==> config.mk <==
export PLATFORM = sky130hd
export DESIGN_NAME = scu_dsp_host_port
export DESIGN_NICKNAME = d
export VERILOG_FILES = /design/src/rtl/scu_dsp_pkg.sv /design/src/rtl/scu_dsp_host_port.sv
export SDC_FILE = /design/constraint.sdc
export NUM_CORES = 1
export LEC_CHECK = 0
export BUFFER_PORTS_ARGS = -buffer_cell sky130_fd_sc_hd__buf_2
export CAP_MARGIN = 30
export CORE_ASPECT_RATIO = 0.9
export CORE_MARGIN = 10
export CORE_UTILIZATION = 40
export DETAILED_ROUTE_END_ITERATION = 8
export PLACE_DENSITY = 0.69
export SYNTH_ARGS = -nofsm -noshare
export SYNTH_HDL_FRONTEND = slang
export SYNTH_SLANG_ARGS = --single-unit
==> constraint.sdc <==
create_clock -name CLK -period 1.7 [get_ports CLK]
set_clock_uncertainty 0.1 [all_clocks]
set_input_delay 0.17 -clock CLK [delete_from_list [all_inputs] [get_ports CLK]]
set_output_delay 0.17 -clock CLK [all_outputs]
set_load 0.1 [all_outputs]
==> src/rtl/scu_dsp_pkg.sv <==
// Shared constants and types for the SCU DSP host port: register selects,
// FSM state encoding and PPAF field positions.
package scu_dsp_pkg;

    localparam int unsigned DATA_W      = 32;
    localparam int unsigned PC_W        = 8;
    localparam int unsigned SEL_W       = 2;
    localparam int unsigned LAT_CNT_W   = 2;
    localparam int unsigned PPAF_LE_BIT = 15;

    localparam logic [SEL_W-1:0] REG_PPAF = 2'd0;
    localparam logic [SEL_W-1:0] REG_PPD  = 2'd1;
    localparam logic [SEL_W-1:0] REG_PDA  = 2'd2;
    localparam logic [SEL_W-1:0] REG_PDD  = 2'd3;

    typedef enum logic [1:0] {
        IDLE    = 2'd0,
        WR      = 2'd1,
        RD_WAIT = 2'd2,
        RD_DONE = 2'd3
    } hp_state_e;

endpackage

==> src/rtl/scu_dsp_host_port.sv <==
// Host register port for the SCU DSP: decodes PPAF/PPD/PDA/PDD accesses, owns the
// auto-incrementing program/data RAM address counters and sequences data-RAM reads.
module scu_dsp_host_port
    import scu_dsp_pkg::*;
#(
    parameter int unsigned RD_LAT = 1,
    parameter int unsigned PRG_AW = 8,
    parameter int unsigned DAT_AW = 8
) (
    input  logic                CLK,
    input  logic                RST_N,
    input  logic                CE,
    input  logic                WE,
    input  logic [SEL_W-1:0]    A,
    input  logic [DATA_W-1:0]   DI,
    output logic [DATA_W-1:0]   DO,
    output logic                RDY,
    input  logic                DSP_EX,
    output logic [PRG_AW-1:0]   PRG_ADDR,
    output logic [DATA_W-1:0]   PRG_DATA,
    output logic                PRG_WE,
    output logic [DAT_AW-1:0]   DAT_ADDR,
    output logic [DATA_W-1:0]   DAT_DATA,
    output logic                DAT_WE,
    input  logic [DATA_W-1:0]   DAT_Q,
    output logic                PC_LOAD,
    output logic [PC_W-1:0]     PC_VAL
);

    hp_state_e              state_q, state_d;
    logic [LAT_CNT_W-1:0]   cnt_q, cnt_d;
    logic                   rdy_q, rdy_d;
    logic [DATA_W-1:0]      do_q, do_d;
    logic [PRG_AW-1:0]      prg_addr_q, prg_addr_d;
    logic [DATA_W-1:0]      prg_data_q, prg_data_d;
    logic                   prg_we_q, prg_we_d;
    logic [DAT_AW-1:0]      dat_addr_q, dat_addr_d;
    logic [DATA_W-1:0]      dat_data_q, dat_data_d;
    logic                   dat_we_q, dat_we_d;
    logic                   pc_load_q, pc_load_d;
    logic [PC_W-1:0]        pc_val_q, pc_val_d;

    // A held CE is ignored in the cycle RDY is high so it is not re-accepted.
    logic accept_c;
    assign accept_c = CE && !rdy_q;

    always_ff @(posedge CLK or negedge RST_N) begin
        if (!RST_N) begin
            state_q    <= IDLE;
            cnt_q      <= '0;
            rdy_q      <= 1'b0;
            do_q       <= '0;
            prg_addr_q <= '0;
            prg_data_q <= '0;
            prg_we_q   <= 1'b0;
            dat_addr_q <= '0;
            dat_data_q <= '0;
            dat_we_q   <= 1'b0;
            pc_load_q  <= 1'b0;
            pc_val_q   <= '0;
        end else begin
            state_q    <= state_d;
            cnt_q      <= cnt_d;
            rdy_q      <= rdy_d;
            do_q       <= do_d;
            prg_addr_q <= prg_addr_d;
            prg_data_q <= prg_data_d;
            prg_we_q   <= prg_we_d;
            dat_addr_q <= dat_addr_d;
            dat_data_q <= dat_data_d;
            dat_we_q   <= dat_we_d;
            pc_load_q  <= pc_load_d;
            pc_val_q   <= pc_val_d;
        end
    end

    always_comb begin
        state_d    = state_q;
        cnt_d      = cnt_q;
        rdy_d      = 1'b0;
        do_d       = do_q;
        prg_addr_d = prg_addr_q;
        prg_data_d = prg_data_q;
        prg_we_d   = 1'b0;
        dat_addr_d = dat_addr_q;
        dat_data_d = dat_data_q;
        dat_we_d   = 1'b0;
        pc_load_d  = 1'b0;
        pc_val_d   = pc_val_q;

        // Post-increment once the RAM has seen the write at the old address.
        if (prg_we_q) begin
            prg_addr_d = prg_addr_q + PRG_AW'(1);
        end
        if (dat_we_q) begin
            dat_addr_d = dat_addr_q + DAT_AW'(1);
        end

        unique case (state_q)
            IDLE: begin
                if (accept_c) begin
                    if (WE) begin
                        state_d = WR;
                        case (A)
                            REG_PPAF: begin
                                prg_addr_d = PRG_AW'(DI[7:0]);
                                if (DI[PPAF_LE_BIT]) begin
                                    pc_val_d  = DI[PC_W-1:0];
                                    pc_load_d = 1'b1;
                                end
                            end
                            REG_PPD: begin
                                if (!DSP_EX) begin
                                    prg_we_d   = 1'b1;
                                    prg_data_d = DI;
                                end
                            end
                            REG_PDA: begin
                                dat_addr_d = DAT_AW'(DI[7:0]);
                            end
                            default: begin
                                if (!DSP_EX) begin
                                    dat_we_d   = 1'b1;
                                    dat_data_d = DI;
                                end
                            end
                        endcase
                    end else if (A == REG_PDD) begin
                        state_d = RD_WAIT;
                        cnt_d   = '0;
                    end else begin
                        state_d = WR;
                        do_d    = (A == REG_PDA) ? DATA_W'(dat_addr_q) : '0;
                    end
                end
            end
            WR: begin
                rdy_d   = 1'b1;
                state_d = IDLE;
            end
            RD_WAIT: begin
                if (cnt_q == LAT_CNT_W'(RD_LAT - 1)) begin
                    state_d = RD_DONE;
                end else begin
                    cnt_d = cnt_q + LAT_CNT_W'(1);
                end
            end
            RD_DONE: begin
                do_d       = DAT_Q;
                rdy_d      = 1'b1;
                dat_addr_d = dat_addr_q + DAT_AW'(1);
                state_d    = IDLE;
            end
            default: begin
                state_d = IDLE;
            end
        endcase
    end

    assign DO       = do_q;
    assign RDY      = rdy_q;
    assign PRG_ADDR = prg_addr_q;
    assign PRG_DATA = prg_data_q;
    assign PRG_WE   = prg_we_q;
    assign DAT_ADDR = dat_addr_q;
    assign DAT_DATA = dat_data_q;
    assign DAT_WE   = dat_we_q;
    assign PC_LOAD  = pc_load_q;
    assign PC_VAL   = pc_val_q;

endmodule

# Yosys cells after proc, flatten, opt, wreduce, memory -nomap -nowiden
# Cells that the tools add are included.
word_totals:
  output_inout_bits: 124
  latch_bits: 0
  reg_bits: 128
  n_memories: 0
  in_bits: 71
  romBits: 0
  mem_bits_rw: 0
  word_cells: 84
classes:
  reduce_logical: 15
  order_cmp: 0
  multipliers: 0
  n_addsub: 3
  eq_ne: 12
  n_div: 0
  muxes: 40
  bitwise: 2
  shifts: 0
ops:
  columns: ["operator", "count"]
  rows:
  - ["32-bit two-way mux", 3]
  - ["8-bit two-way mux", 10]
  - ["32-bit one-hot mux with 2 select lines", 1]
  - ["5-bit AND reduction", 4]
  - ["8-bit by 1-bit adder with 8-bit output (second input constant)", 2]
  - ["2-bit two-way mux", 8]
  - ["8-bit one-hot mux with 2 select lines", 1]
  - ["1-bit two-way mux", 15]
  - ["2-bit inequality test (second input constant)", 6]
  - ["2-bit equality test (second input constant)", 4]
  - ["2-bit logical NOT", 3]
  - ["2-bit one-hot mux with 3 select lines", 1]
  - ["2-bit by 1-bit equality test with 1-bit output (second input constant)", 2]
  - ["2-bit one-hot mux with 2 select lines", 1]
  - ["4-bit AND reduction", 1]
  - ["2-bit nonzero test", 2]
  - ["3-bit OR reduction", 1]
  - ["2-bit by 1-bit adder with 2-bit output (second input constant)", 1]
  - ["1-bit inverter", 2]
  - ["2-bit AND reduction", 1]
  - ["2-bit OR reduction", 1]
  - ["1-bit logical AND", 1]
  - ["1-bit logical NOT", 1]

# Longest topological paths before layout
logic_depth:
  depth_word: 6
  mapped_depth: 8
  depth_no_buf: 6

# Least setup slack after synthesis
# Ideal clock, no wire load.
synth_path:
  path_type: "register to register"
  startpoint: "register rdy_q, in the netlist RDY"
  endpoint: "register dat_data_q[0], in the netlist DAT_DATA[0]"
  slack_ns: -0.552
  period_less_slack_ns: 2.252
  setup_ns: 0.125
  stages_incl_launch_ff: 5
  t_arrival_ns: 2.026
  path_buffers: 1
  required_time_ns: 1.475
  path_cell_list: "dfrtp_1 > nand2b_4 > nor4_4 > buf_6 > mux2_2"
synth_via:
  elab_chain_cells: 3
synth_rtl:
  columns: ["item", "line", "source"]
  rows:
  - ["start: declaration", "scu_dsp_host_port.sv:32", "logic rdy_q, rdy_d;"]
  - ["start signal: assignment", "scu_dsp_host_port.sv:64", "rdy_q <= rdy_d;"]
  - ["1-bit logical NOT", "scu_dsp_host_port.sv:45", "assign accept_c = CE && !rdy_q;"]
  - ["1-bit logical AND", "scu_dsp_host_port.sv:45", null]
  - ["5-bit AND reduction (no source line)", null, null]
  - ["end signal: assignment", "scu_dsp_host_port.sv:70", "dat_data_q <= dat_data_d;"]
  - ["end: declaration", "scu_dsp_host_port.sv:38", "logic [DATA_W-1:0] dat_data_q, dat_data_d;"]
# No other way between the ends.
# A chain may end at the register's enable or synchronous reset.

# Worst setup path after layout
layout_path:
  startpoint: "register state_q[1]"
  endpoint: "register dat_data_q[20], in the netlist DAT_DATA[20]"
layout_via:
  elab_chain_cells: 2
layout_rtl:
  columns: ["item", "line", "source"]
  rows:
  - ["start: declaration", "scu_dsp_host_port.sv:30", "hp_state_e state_q, state_d;"]
  - ["start signal: assignment", "scu_dsp_host_port.sv:62", "state_q <= state_d;"]
  - ["2-bit logical NOT", "scu_dsp_host_port.sv:99", "unique case (state_q)"]
  - ["5-bit AND reduction (no source line)", null, null]
# No other way between the ends.

==> impl_metrics.ini <==
[clocking]
clk_latency_ns = 0.42
cts_tree = built
htree_levels = 4
cts.sinks = 128
cts.reportedPaths.clkPinSlew_ns = 0.06
numCtsBuffers = 17
root_buffer = clkbuf_16
cts_max_path_buffers = 2

[setup_path]
startpoint_type = flip-flop
worst_ep_arrival_time_ns = 2.04
required_ns = 1.90
cp_num_buf_inv = 3
r2r_cells = 7
rrSetupSlack_ns = -0.14
endpoint_kind = flip-flop
crit_family = buffers and inverters
rr_endpoint = DAT_DATA[20]
worstPathMaxFanout = 6
rr_startpoint = state_q[1]
worst-path-stages = 7
path_cells = inv_2, ha_4, nand2_4, nor4_4, buf_4, clkbuf_16, mux2_4
critPathKind = reg2reg
crit_slowest_cell = dfrtp_1
max_stage_delay_ns = 0.39

[cells_and_area]
area_growth_pct = 63.3
nNetsFinal = 866
utilization_pct = 66.4
drive_above_1_share_pct = 51.7
n_antenna_cell = 0

[routing]
antenna_left = 0
wl_met1_um = 8160
wl_met2_um = 9620
drt-initial-drc-count = 434
num_vias = 5043
via_per_inst = 5.07
post-route-drc-count = 0
wl_per_cell_um = 19.9
routed_wl_um = 19800
highest_layer = met4
drt_first_pass_iters = 7
wl_met3_um = 1820

[synth]
yosys_warnings = 0
synth_compound_area_share_pct = 6.42
synth_fa_ha_area_share_pct = 1.54
synth_seq_area_share_pct = 56.5
synth_xor_area_share_pct = 2.47
synth_top_family_by_area = multiplexers
synth_edf_count = 0
yosys_register_bits = 128
synth_cells = 476
synthMuxAreaShare_pct = 15.5
synth_simple_gate_area_share_pct = 14.0
ys.flop_type = dfrtp_1
syn_nets = 554
syn_area_per_cell_sq_um = 11.9
synth_cell_types = 48
netlist_area_sq_mm = 0.00567
synth-async-reset-ratio_pct = 100

[place]
port_buffers = 194
place_hpwl_um = 12400
gp_congestion = 0.842

[global_routing]
overflow = 0
grt_max_degree = 70
grt_pass1_vias = 5466
track_usage_pct = 19.3
grt_pass1_wl_um = 30000
antenna_found_initial = 0

[die]
initial_core_util_pct = 40.6
die_h_um = 133
rows = 41
io_pins = 195
die_w_um = 146
core-area_sq_mm = 0.0140
dieArea_sq_mm = 0.0193

[sta]
hold_ws_ns = 0.0144
setup-violations-final = 108
hold_violations = 0
fin_ws_ns = -0.140
rsz0062_at_grt = true
fin_crit_sh_pct = 108
period_minus_slack_ns = 1.84
slew_headroom_pct = 65.4
fmax_mhz = 543
final_max_slew_viol_count = 0
max_slew.worst_pin.slew_ns = 0.522

[outcome]
violations = negative setup slack
status = finished with violations

[hold_path]
worstHoldStart = DI[1]
worstHoldPathCells = 3
hold_path_end = PRG_ADDR[1]
min_path_type = in2reg

[flow_run]
cap_viol_max_count = 0
==> cell usage in the layout (no fill, tap or decap), types with 6 or more instances in the layout <==
master	count
xor2_1	9
a21oi_1	14
o22ai_1	6
buf_6	9
nand2_1	61
mux2_4	64
inv_1	7
nand3_1	30
buf_12	9
mux2_2	9
buf_4	31
a221oi_2	8
buf_2	192
clkbuf_16	22
dfrtp_2	9
nor2_1	31
dfrtp_4	6
nand4_1	10
xnor2_1	7
dlygate4sd3_1	63
dfrtp_1	113
==> per-stage QoR <==
step / setup slack [ns] / setup TNS (ns) / area, sq um / instances
2_1_floorplan: -0.304 / -18.74 / 5850 / 476
3_3_place_gp: -0.200 / -14.83 / 7220 / 871
3_5_place_dp: -0.267 / -21.35 / 7220 / 871
4_1_cts: -0.177 / -12.05 / 8810 / 980
5_1_grt: -0.222 / -16.06 / 9260 / 994
6_report: -0.140 / -9.47 / 9260 / 994
==> cells by family after synthesis <==
| logic type | after synthesis |
|---|---|
| buf+inv | 34 |
| simple gates | 162 |
| compound gates | 54 |
| mux | 75 |
| flops | 128 |
| xor+xnor | 16 |
| fa+ha+maj | 7 |
==> area by class of cell <==
| class | count | area, sq um |
|---|---|---|
| clock buffers | 18 | 439 |
| clock inverters | 14 | 180 |
| fillers | 1024 | 4690 |
| inverters | 10 | 50.0 |
| multi-input cells | 316 | 2750 |
| flip-flops and latches | 128 | 3240 |
| well taps | 193 | 241 |
| repair buffers | 315 | 2360 |
==> repair_timing <==
item,4_1_cts,5_1_grt
endpoints found under the hold margin,212,2
hold buffers,62,1
resized for setup,37,59
pin swaps,22,8
setup endpoints to repair,121,118
cloned,5,6
setup buffers,10,8
==> how the worst max path moves through the flow <==
stage                from           end
4_1_cts        state_q[0]  DAT_DATA[11]
3_5_place_dp   state_q[1]   PRG_DATA[1]
3_3_place_gp   state_q[1]   PRG_DATA[1]
5_1_grt        state_q[1]   DAT_DATA[3]
2_1_floorplan         RDY   DAT_DATA[0]
6_report       state_q[1]  DAT_DATA[20]
==> Yosys cell counts, drive strengths merged (4+ instances only) <==
cell | n | area, sq um
o21ai | 4 | 20.0
a221oi | 9 | 78.8
o22ai | 6 | 37.5
inv | 9 | 33.8
nand4 | 11 | 75.1
dfrtp | 128 | 3200
xor2 | 9 | 78.8
buf | 15 | 118
xnor2 | 7 | 61.3
o221ai | 4 | 35.0
nor2b | 4 | 25.0
nor2 | 33 | 124
a21oi | 17 | 85.1
ha | 7 | 87.6
mux2 | 73 | 860
nand3 | 31 | 155
nand2 | 64 | 243
clkbuf | 9 | 33.8
nand2b | 5 | 38.8
a31oi | 5 | 31.3
==> worst register-to-register path, cell delays in order (launching register included) <==
cell and delay, ns:
dfrtp_1 0.39, inv_2 0.09, ha_4 0.17, nand2_4 0.06
nor4_4 0.25, buf_4 0.21, clkbuf_16 0.17, mux2_4 0.30
==> registers in the layout (all words and copies together) (netlist names), 2 cells and up <==
name      count
DO           32
PC_VAL        8
PRG_DATA     32
state_q       2
PRG_ADDR      8
cnt_q         2
DAT_DATA     32
DAT_ADDR      8
==> metal layers <==
layer / up-vias / GRT usage [%]
li1: 2308 / -
met1: 2509 / 22.3
met2: 211 / 31.3
met3: 15 / 8.86
met4: 0 / 6.17
met5: - / 0
Power is not shown: default switching activity piles up to over one toggle a cycle in this logic, so the estimate is an artifact.
